File: src/rtl/ram_pkg.sv
// Shared constants and types for the byte-enable dual-port RAM.
package ram_pkg;

  localparam int READ_FIRST  = 0;
  localparam int WRITE_FIRST = 1;

  typedef enum logic [0:0] {
    INIT  = 1'b0,
    READY = 1'b1
  } state_t;

endpackage

File: src/rtl/ram_rd_pipe.sv
// Read-return pipeline: carries data plus valid through LAT register stages.
// Each stage only loads on valid, so the last stage holds its data between reads.
module ram_rd_pipe #(
  parameter int W   = 16,
  parameter int LAT = 1
) (
  input  logic         Clk,
  input  logic         Rst,
  input  logic         vld_i,
  input  logic [W-1:0] data_i,
  output logic         vld_o,
  output logic [W-1:0] data_o
);

  logic [LAT-1:0]         vld_pipe;
  logic [LAT-1:0][W-1:0]  dat_pipe;

  always_ff @(posedge Clk or negedge Rst) begin
    if (!Rst) begin
      vld_pipe <= '0;
      dat_pipe <= '0;
    end else begin
      vld_pipe[0] <= vld_i;
      if (vld_i) dat_pipe[0] <= data_i;
      for (int k = 1; k < LAT; k++) begin
        vld_pipe[k] <= vld_pipe[k-1];
        if (vld_pipe[k-1]) dat_pipe[k] <= dat_pipe[k-1];
      end
    end
  end

  assign vld_o  = vld_pipe[LAT-1];
  assign data_o = dat_pipe[LAT-1];

endmodule

File: src/rtl/ram_dp_be.sv
// Dual-port RAM: port A read/write with byte enables, port B read-only.
// Contents are zeroed by a self-running INIT sweep after reset, not by the reset itself.
module ram_dp_be
  import ram_pkg::*;
#(
  parameter int ADDR_WIDTH   = 4,
  parameter int MEMORY_DEPTH = 16,
  parameter int MEM_WIDTH    = 16,
  parameter int RD_LATENCY   = 1,
  parameter int WR_MODE      = 0
) (
  input  logic                   Clk,
  input  logic                   Rst,
  input  logic                   A_WrEn,
  input  logic                   A_RdEn,
  input  logic [ADDR_WIDTH-1:0]  A_Address,
  input  logic [MEM_WIDTH-1:0]   A_WrData,
  input  logic [MEM_WIDTH/8-1:0] A_ByteEn,
  output logic [MEM_WIDTH-1:0]   A_RdData,
  output logic                   A_RdValid,
  input  logic                   B_RdEn,
  input  logic [ADDR_WIDTH-1:0]  B_Address,
  output logic [MEM_WIDTH-1:0]   B_RdData,
  output logic                   B_RdValid,
  output logic                   Busy,
  output logic                   AddrErr
);

  localparam int                    NB    = MEM_WIDTH / 8;
  localparam logic [ADDR_WIDTH:0]   DEPTH = (ADDR_WIDTH+1)'(MEMORY_DEPTH);
  localparam logic [ADDR_WIDTH-1:0] LAST  = ADDR_WIDTH'(MEMORY_DEPTH - 1);

  logic [MEM_WIDTH-1:0] mem [MEMORY_DEPTH];

  state_t                state_q, state_d;
  logic [ADDR_WIDTH-1:0] cnt_q, cnt_d;
  logic                  addr_err_q, addr_err_d;

  logic                  ready;
  logic                  a_oob, b_oob;
  logic [ADDR_WIDTH-1:0] a_idx, b_idx;
  logic                  a_wr, a_rd, b_rd;
  logic                  a_fwd, b_fwd;
  logic [MEM_WIDTH-1:0]  a_word, b_word, a_merged;
  logic [MEM_WIDTH-1:0]  a_rdata, b_rdata;

  always_comb begin
    state_d = state_q;
    cnt_d   = cnt_q;
    if (state_q == INIT) begin
      if (cnt_q == LAST) state_d = READY;
      else               cnt_d   = cnt_q + 1'b1;
    end
  end

  always_ff @(posedge Clk or negedge Rst) begin
    if (!Rst) begin
      state_q    <= INIT;
      cnt_q      <= '0;
      addr_err_q <= 1'b0;
    end else begin
      state_q    <= state_d;
      cnt_q      <= cnt_d;
      addr_err_q <= addr_err_d;
    end
  end

  assign ready = (state_q == READY);
  assign Busy  = (state_q == INIT);

  // Out-of-range addresses are clamped to 0 for indexing; their effects are masked below.
  assign a_oob = {1'b0, A_Address} >= DEPTH;
  assign b_oob = {1'b0, B_Address} >= DEPTH;
  assign a_idx = a_oob ? '0 : A_Address;
  assign b_idx = b_oob ? '0 : B_Address;

  assign a_wr = ready & A_WrEn & ~a_oob;
  assign a_rd = ready & A_RdEn;
  assign b_rd = ready & B_RdEn;

  assign a_word = mem[a_idx];
  assign b_word = mem[b_idx];

  always_comb begin
    a_merged = a_word;
    for (int i = 0; i < NB; i++)
      if (A_ByteEn[i]) a_merged[8*i +: 8] = A_WrData[8*i +: 8];
  end

  // WRITE_FIRST: a read hitting this cycle's port A write sees the merged word.
  assign a_fwd = (WR_MODE == WRITE_FIRST) && a_wr;
  assign b_fwd = a_fwd && (B_Address == A_Address);

  assign a_rdata = a_oob ? '0 : (a_fwd ? a_merged : a_word);
  assign b_rdata = b_oob ? '0 : (b_fwd ? a_merged : b_word);

  always_ff @(posedge Clk) begin
    if (state_q == INIT) mem[cnt_q] <= '0;
    else if (a_wr)       mem[a_idx] <= a_merged;
  end

  assign addr_err_d = ready & ((((A_WrEn | A_RdEn) & a_oob)) | (B_RdEn & b_oob));
  assign AddrErr    = addr_err_q;

  ram_rd_pipe #(.W(MEM_WIDTH), .LAT(RD_LATENCY)) u_pipe_a (
    .Clk    (Clk),
    .Rst    (Rst),
    .vld_i  (a_rd),
    .data_i (a_rdata),
    .vld_o  (A_RdValid),
    .data_o (A_RdData)
  );

  ram_rd_pipe #(.W(MEM_WIDTH), .LAT(RD_LATENCY)) u_pipe_b (
    .Clk    (Clk),
    .Rst    (Rst),
    .vld_i  (b_rd),
    .data_i (b_rdata),
    .vld_o  (B_RdValid),
    .data_o (B_RdData)
  );

endmodule

File: config.mk
export PLATFORM = sky130hd
export DESIGN_NAME = ram_dp_be
export DESIGN_NICKNAME = d
export VERILOG_FILES = /design/src/rtl/ram_pkg.sv /design/src/rtl/ram_rd_pipe.sv /design/src/rtl/ram_dp_be.sv
export SDC_FILE = /design/constraint.sdc
export NUM_CORES = 1
export LEC_CHECK = 0
export CORE_MARGIN = 2
export CORE_UTILIZATION = 40
export DETAILED_ROUTE_END_ITERATION = 8
export PLACE_DENSITY = 0.62
export RECOVER_POWER = 50
export SLEW_MARGIN = 0
export SYNTH_ARGS = -nofsm -noshare
export SYNTH_HDL_FRONTEND = slang
export SYNTH_SLANG_ARGS = --single-unit
File: constraint.sdc
create_clock -name Clk -period 3.1 [get_ports Clk]
set_clock_uncertainty 0.05 [all_clocks]
set_input_delay 0.465 -clock Clk [delete_from_list [all_inputs] [get_ports Clk]]
set_output_delay 0.465 -clock Clk [all_outputs]
set_load 0.02 [all_outputs]
==> metrics.txt, run 1 <==
critical path required time=3.17 ns; setup repair after global routing missed its margin=false; biggest cell delay along the critical path=0.60 ns; async set-reset flop share out of synthesis=0.1322; Finished Cell Area=16,540 um2; Cell Pwr Density=594.4 nW/um2; maximum buffer depth of the clock tree=3; Static Leak=5.965 nW; antenna violations before repair=1; count of hold buffers inserted by post-cts repair=0; horizontal die dimension=189.6 um; vias=8,835; antenna diode count=0; die extent in y=189.6 um; starting density of the core=0.4091; synthesized area=13,790 um2; cell type with the highest aggregate area in the netlist=sky130_fd_sc_hd__edfxtp_1; Max Slew Vio Count=27; number of distinct library cells after synthesis=37; Main synth FF type=sky130_fd_sc_hd__edfxtp_1; type of element launching the critical path=flop; area of placed instances=15,420 um2; share of post-route cells with drive strength above 1=0.1947; number of rows in the core area=67; DRC=0; sequential-to-total area share from yosys stat=0.6284; number of resized instances in the post-cts repair step=0; Period minus WS final=2.593 ns; synthesized instance count=901; largest fanout on the critical path=12; footprint of the multi-input gates=4775 um2; cell type group with the largest total delay on the critical path=simple AND/OR/NAND/NOR gates; Max transition margin=-0.3008; maximum number of pins on one net before global-route repair=52; critical path cell sequence=and2_0 > nor3b_1 > a31oi_1 > nor2_2 > clkbuf_2; outcome=complete, but fails checks; Clk Tree Root Cell=sky130_fd_sc_hd__clkbuf_16; Port-buffer cells=65; per-cell via count in the routed design=6.010; antenna violation net count after detailed routing=0; detailed-routing iteration count for the pre-antenna-repair pass=6; number of endpoints with negative hold slack in the final report=0; number of filler cells placed in the layout=2,919; violated checks=max-capacitance violations, max-slew violations; Post CTS Setup Buffer Count=0; final total negative setup slack=0 ns; count of yosys warnings during synthesis=0; endpoint kind of the worst setup timing path=flop; FF+latch count, synth=295; Clk pin slew, worst setup/hold paths=0.06 ns; most area-consuming cells after synthesis=sky130_fd_sc_hd__edfxtp_1 56%, sky130_fd_sc_hd__mux2i_1 10%, sky130_fd_sc_hd__mux4_2 7.8%, sky130_fd_sc_hd__dfrtp_1 7.1%, sky130_fd_sc_hd__mux2_2 3.1%; Tcrit/Tclk final=0.8364; Overflow after GRT=0; transition time at the pin with the least slew margin=1.951 ns; Setup violations, final=0; Setup CP Type=flop to flop; global-route total usage across every layer=0.2306; H-tree depth=2; peak supply drop=0.4413 mV; number of buffers inserted during clock tree synthesis=34; number of violations reported at the end of detailed-routing iteration 0=886; vias in the first global route=9,059; # IOs=67; HPWL reported at the end of detailed placement=24,630 um; Synth-to-Final Area Change=19.95%; post-synth net total=933; arrival time of the worst setup path=2.66 ns; final weighted congestion in routability-driven placement=0.7934; average size of a mapped cell=15.30 um2; first-pass GRT wire length=60,130 um; Net count, final=1,028; max capacitance violation total=1; kind of path behind the tightest hold check=input pin to asynchronous set/reset pin; number of enable-type register cells in the synthesized netlist=256; number of sinks on the clock net=295; detailed-route wire length per cell=27.75 um; source-to-sink clock delay at the later pin of the worst-skew pair=0.51 ns; buffers and inverters on the worst path=1; maximum frequency from static timing analysis=385.7 MHz; share of Yosys cell area claimed by the top area cell type=0.5576; die outline area=35,970 um2; Core Box Area=33,700 um2; flip-flop and latch area=8663 um2; slowest cell on the critical path=sky130_fd_sc_hd__and2_0; final WL=40,800 um; TritonCTS clock tree=done
## cells in the mapped netlist (all sizes together) (27+ instances only)
master / count
nor2: 32
buf: 32
o22ai: 32
a22oi: 37
nand2: 51
edfxtp: 256
clkbuf: 37
o21ai: 27
mux2i: 144
mux4: 48
dfrtp: 39
mux2: 49
## worst reg2reg max path, delay by kind of cell (launching register included)
kind                   cells  cell delay [ns]
buffers and inverters      1             0.43
AOI/OAI and AO/OA          1             0.40
and+or+nand+nor            3             0.80
DFF                        1             0.52
## flip-flops by register name, indices dropped and copies added (netlist names)
name and cells:
ready 1, u_pipe_a.data_o 16, u_pipe_b.data_o 16, cnt_q 4, mem 256, u_pipe_b.vld_o 1
u_pipe_a.vld_o 1
## metal layers
metal,GRT usage,part of all wire,vias up,wire (um)
met5,0,0,-,0
met4,0.06559,0.027,0,1107
met3,0.05755,0.091,79,3696
met2,0.3802,0.48,417,19630
met1,0.3039,0.40,4561,16360
li1,-,-,3778,-
## kinds of logic after synthesis
group | count (synthesis) | share of synthesized area
other | 1 | 0.0002720
xor gates and xnor gates | 3 | 0.001906
muxes | 241 | 0.2235
DFF | 295 | 0.6284
and+or+nand+nor | 142 | 0.04901
adders and majority gates | 1 | 0.0009075
buffers and inverters | 75 | 0.02686
AOI/OAI and AO/OA | 143 | 0.06907
## per-stage QoR
step	power [mW]	utilization	instances	setup WS, ns	hold slack [ns]
floorplan	5.163	-	901	0.7748	0.1194
global placement	5.635	0.4576	1408	0.1922	0.4406
detailed placement	5.642	0.4576	1408	0.2110	0.4425
CTS	9.911	0.4936	1470	0.7329	0.01428
global route	10.10	0.4907	1470	0.3510	0.4673
finish	9.829	0.4907	1470	0.5071	0.4473
## path summary, 6_finish.rpt
check / start / endpoint / slack, ns / cells after the start
worst min register to register: u_pipe_a.data_o[13]$_DFFE_PN0P_ / u_pipe_a.data_o[13]$_DFFE_PN0P_ / 0.45 / 1
max in group asynchronous: Rst / u_pipe_a.data_o[3]$_DFFE_PN0P_ / 0.96 / 2
worst min-delay path: Rst / cnt_q[3]$_DFFE_PN0P_ / 0.45 / 1
worst max register to register: ready$_DFF_PN0_ / mem[13][15]$_DFFE_PP_ / 0.51 / 5
worst max-delay path: ready$_DFF_PN0_ / mem[13][15]$_DFFE_PP_ / 0.51 / 5
min in group Clk: u_pipe_a.data_o[13]$_DFFE_PN0P_ / u_pipe_a.data_o[13]$_DFFE_PN0P_ / 0.45 / 1
## placed cells by master, fill, tap and decap left out, types with 3 or more instances in the layout
| cell | count |
|---|---|
| sky130_fd_sc_hd__o22ai_1 | 32 |
| sky130_fd_sc_hd__clkbuf_8 | 3 |
| sky130_fd_sc_hd__clkbuf_1 | 23 |
| sky130_fd_sc_hd__mux2_2 | 36 |
| sky130_fd_sc_hd__inv_1 | 5 |
| sky130_fd_sc_hd__mux4_2 | 48 |
| sky130_fd_sc_hd__o211a_1 | 16 |
| sky130_fd_sc_hd__clkinv_1 | 4 |
| sky130_fd_sc_hd__nand4_1 | 22 |
| sky130_fd_sc_hd__clkinv_2 | 4 |
| sky130_fd_sc_hd__mux2i_1 | 144 |
| sky130_fd_sc_hd__nor2_2 | 10 |
| sky130_fd_sc_hd__dlygate4sd3_1 | 34 |
| sky130_fd_sc_hd__mux2_1 | 13 |
| sky130_fd_sc_hd__edfxtp_1 | 256 |
| sky130_fd_sc_hd__nand2b_1 | 17 |
| sky130_fd_sc_hd__nor3b_1 | 4 |
| sky130_fd_sc_hd__nand2_1 | 51 |
| sky130_fd_sc_hd__clkbuf_16 | 37 |
| sky130_fd_sc_hd__clkdlybuf4s50_1 | 27 |
| sky130_fd_sc_hd__a21oi_1 | 12 |
| sky130_fd_sc_hd__bufinv_16 | 6 |
| sky130_fd_sc_hd__o21ai_0 | 16 |
| sky130_fd_sc_hd__o21ai_1 | 11 |
| sky130_fd_sc_hd__buf_12 | 21 |
| sky130_fd_sc_hd__a31oi_1 | 19 |
| sky130_fd_sc_hd__a22oi_1 | 37 |
| sky130_fd_sc_hd__dfrtp_1 | 39 |
| sky130_fd_sc_hd__nor2_1 | 22 |
| sky130_fd_sc_hd__clkbuf_2 | 9 |
| sky130_fd_sc_hd__nand3_1 | 6 |
| sky130_fd_sc_hd__buf_4 | 20 |
## report_power, final
group / switching, mW / leakage, nW / total, mW / internal (mW)
clock: 1.56 / 0.593 / 4.30 / 2.74
combinational: 0.604 / 2.58 / 1.01 / 0.410
sequential: 0.0602 / 2.79 / 4.51 / 4.45
total: 2.22 / 5.97 / 9.83 / 7.61
## layout make-up
class                      instances  area share
multi-input combinational        531      0.2887
sequential                       295      0.5239
inverter                           6    0.001362
tap                              448     0.03390
timing repair buffer             128     0.07877
clock buffer                      49     0.06053
clock inverter                    13     0.01279
(Power assumes the default switching activity.)
==> inputs of run 2 (changes only) <==
--- a/config.mk
+++ b/config.mk
@@ -8,7 +8,7 @@
 export CORE_MARGIN = 2
 export CORE_UTILIZATION = 40
 export DETAILED_ROUTE_END_ITERATION = 8
-export PLACE_DENSITY = 0.62
+export PLACE_DENSITY = 0.64
 export RECOVER_POWER = 50
 export SLEW_MARGIN = 0
 export SYNTH_ARGS = -nofsm -noshare
==> constraint.sdc (replaced) <==
create_clock -name Clk -period 2.1 [get_ports Clk]
set_clock_uncertainty 0.05 [all_clocks]
set_input_delay 0.315 -clock Clk [delete_from_list [all_inputs] [get_ports Clk]]
set_output_delay 0.315 -clock Clk [all_outputs]
set_load 0.02 [all_outputs]
==> run 2 against run 1 <==
Net effect:
- the run now ends clean
- final area grew 2.3%
- combinational power grew 60%
- clock power grew 38%
- non-clock buffer count grew 53
- global-route usage shrank 0.38 points
- critical endpoint is now mem[4][0]$_DFFE_PP_
- largest cell class unchanged
==> metrics.txt, run 2 (synthesized netlist as in run 1, its figures left out) <==
number of endpoints with negative hold slack in the final report=0 (unchanged); outcome=complete, no violations; antenna violation net count after detailed routing=0 (unchanged); Final Power=14.17 mW (+44%); Tcrit/Tclk final=0.9662 (+0.1298); detailed-route wire length per cell=26.61 um (-4.1%); type of element launching the critical path=flop; Finished Core Util=0.5018 (+0.01110); Setup violations, final=0 (unchanged); max capacitance violation total=0 (-1); antenna diode count=0 (unchanged); Clk Tree Root Cell=sky130_fd_sc_hd__clkbuf_16; Clk pin slew, worst setup/hold paths=0.07 ns (about the same); first-pass GRT wire length=59,500 um (-1.0%); DRC=0 (unchanged); final worst-path setup slack=0.07101 ns (-0.4361 ns); number of placed instances with taps included=1,460 (+3.7%); Core Box Area=33,700 um2 (unchanged); number of rows in the core area=67 (unchanged); largest fanout on the critical path=10 (-2); peak supply drop=0.6359 mV (+44%); GR met1 Demand/Resource=0.3106 (+0.006647); share of post-route cells with drive strength above 1=0.2521 (+0.05738); number of buffers inserted during clock tree synthesis=31 (-8.8%); most common library cell in the layout ignoring fill and taps=sky130_fd_sc_hd__edfxtp_1; vias in the first global route=8,969 (-0.99%); met3 usage=0.04649 (-0.01107); die outline area=35,970 um2 (unchanged); starting density of the core=0.4091 (unchanged); number of filler cells placed in the layout=2,840 (-2.7%); flip-flop and latch area=8663 um2 (unchanged); arrival time of the worst setup path=2.30 ns (-0.36 ns); Cell Pwr Density=838.2 nW/um2 (+41%); detailed-routing iteration count for the pre-antenna-repair pass=6 (unchanged); number of flip-flops in the largest register=256 (unchanged); Period minus WS final=2.029 ns (-0.5639 ns); Net count, final=1,078 (+4.9%); per-cell via count in the routed design=5.907 (-1.7%); most frequent cells in the layout=256 x sky130_fd_sc_hd__edfxtp_1, 144 x sky130_fd_sc_hd__mux2i_1, 76 x sky130_fd_sc_hd__buf_4; endpoint kind of the worst setup timing path=flop; source-to-sink clock delay at the later pin of the worst-skew pair=0.57 ns (+0.06 ns); maximum buffer depth of the clock tree=3 (unchanged); number of sinks on the clock net=295 (unchanged); critical path required time=2.38 ns (-0.79 ns); die extent in y=189.6 um (unchanged); post-placement worst setup slack=-0.4356 ns (-0.6466 ns); grt peak-use layer=met2; Max Slew Vio Count=0 (-100%); final WL=40,430 um (-0.91%); global-route total usage across every layer=0.2267 (-0.003843); # IOs=67 (unchanged); Setup CP Type=flop to flop; non-filler instance count after layout=1,519 (+3.3%); Port-buffer cells=65 (unchanged); HPWL reported at the end of detailed placement=26,330 um (+6.9%); horizontal die dimension=189.6 um (unchanged); Static Leak=6.172 nW (+3.5%); transition time at the pin with the least slew margin=1.384 ns (-0.5668 ns); vias=8,972 (+1.6%); TritonCTS clock tree=done; number of violations reported at the end of detailed-routing iteration 0=1,014 (+14%); top register by number of flip-flops=mem; H-tree depth=1 (-1); Synth-to-Final Area Change=22.66%; antenna violations before repair=0 (-1); Overflow after GRT=0 (unchanged); setup repair after global routing missed its margin=true; final weighted congestion in routability-driven placement=0.8097 (+2.1%); maximum frequency from static timing analysis=492.9 MHz (+28%); maximum number of pins on one net before global-route repair=51 (-1.9%); Max transition margin=0.07704 (+0.3778); footprint of the multi-input gates=4786 um2 (+0.24%); kind of path behind the tightest hold check=input pin to asynchronous set/reset pin; met2 usage=0.3660 (-0.01423)
==> run 2: repair_timing <==
action / CTS / global route
resized for setup: 3 / 7
setup endpoints to repair: 22 / 143
hold buffers: 1 / 0
buffers inserted: 0 / 0
pin swaps: 0 / 0
hold endpoints to repair: 39 / 0
==> run 2: final timing paths <==
check / startpoint / endpoint / slack, ns / cells after the start
max: ready$_DFF_PN0_ / mem[4][0]$_DFFE_PP_ / 0.07 / 5
min: Rst / u_pipe_b.data_o[2]$_DFFE_PN0P_ / 0.06 / 2
max reg2reg: ready$_DFF_PN0_ / mem[4][0]$_DFFE_PP_ / 0.07 / 5
min reg2reg: u_pipe_a.data_o[15]$_DFFE_PN0P_ / u_pipe_a.data_o[15]$_DFFE_PN0P_ / 0.45 / 1
max in group asynchronous: Rst / u_pipe_b.data_o[6]$_DFFE_PN0P_ / 0.36 / 3
min in group Clk: B_Address[0] / u_pipe_b.data_o[15]$_DFFE_PN0P_ / 0.42 / 6
==> run 2: area by class of cell <==
type / instances / share of cell area
Clock inverter: 21 / 0.01761
Clock buffer: 37 / 0.04721
Multi-Input combinational cell: 531 / 0.2830
Sequential cell: 295 / 0.5123
Inverter: 6 / 0.001332
Tap cell: 448 / 0.03315
Timing Repair Buffer: 181 / 0.1054
==> run 2: metrics by stage <==
stage	TNS (ns)	area (um2)	hold WS [ns]
detailed placement	-148.76	15900	0.08238
global route	-0.3282	16910	0.06914
global placement	-140.06	15900	0.07739
CTS	0	17000	0.008579
floorplan	-34.39	13800	-0.03059
finish	0	16910	0.05836
==> run 2: metal layers <==
| metal | vias up | routed length (um) |
|---|---|---|
| met5 | - | 0 |
| met2 | 483 | 18880 |
| li1 | 3887 | - |
| met4 | 0 | 1228 |
| met1 | 4514 | 16300 |
| met3 | 88 | 4024 |
==> run 2: where the power goes <==
part	total [mW]	internal [mW]	switching, mW	leakage (nW)
Sequential	6.64	6.57	0.0726	2.79
Combinational	1.62	0.700	0.916	2.85
Clock	5.92	3.58	2.34	0.529
Total	14.2	10.8	3.33	6.17
==> run 2: critical path, stage by stage, from the launching register on <==
cell and delay, ns:
sky130_fd_sc_hd__dfrtp_1 0.35, sky130_fd_sc_hd__and2_1 0.38, sky130_fd_sc_hd__nor3_1 0.10, sky130_fd_sc_hd__a31oi_1 0.54, sky130_fd_sc_hd__nor2_2 0.17, sky130_fd_sc_hd__buf_12 0.20
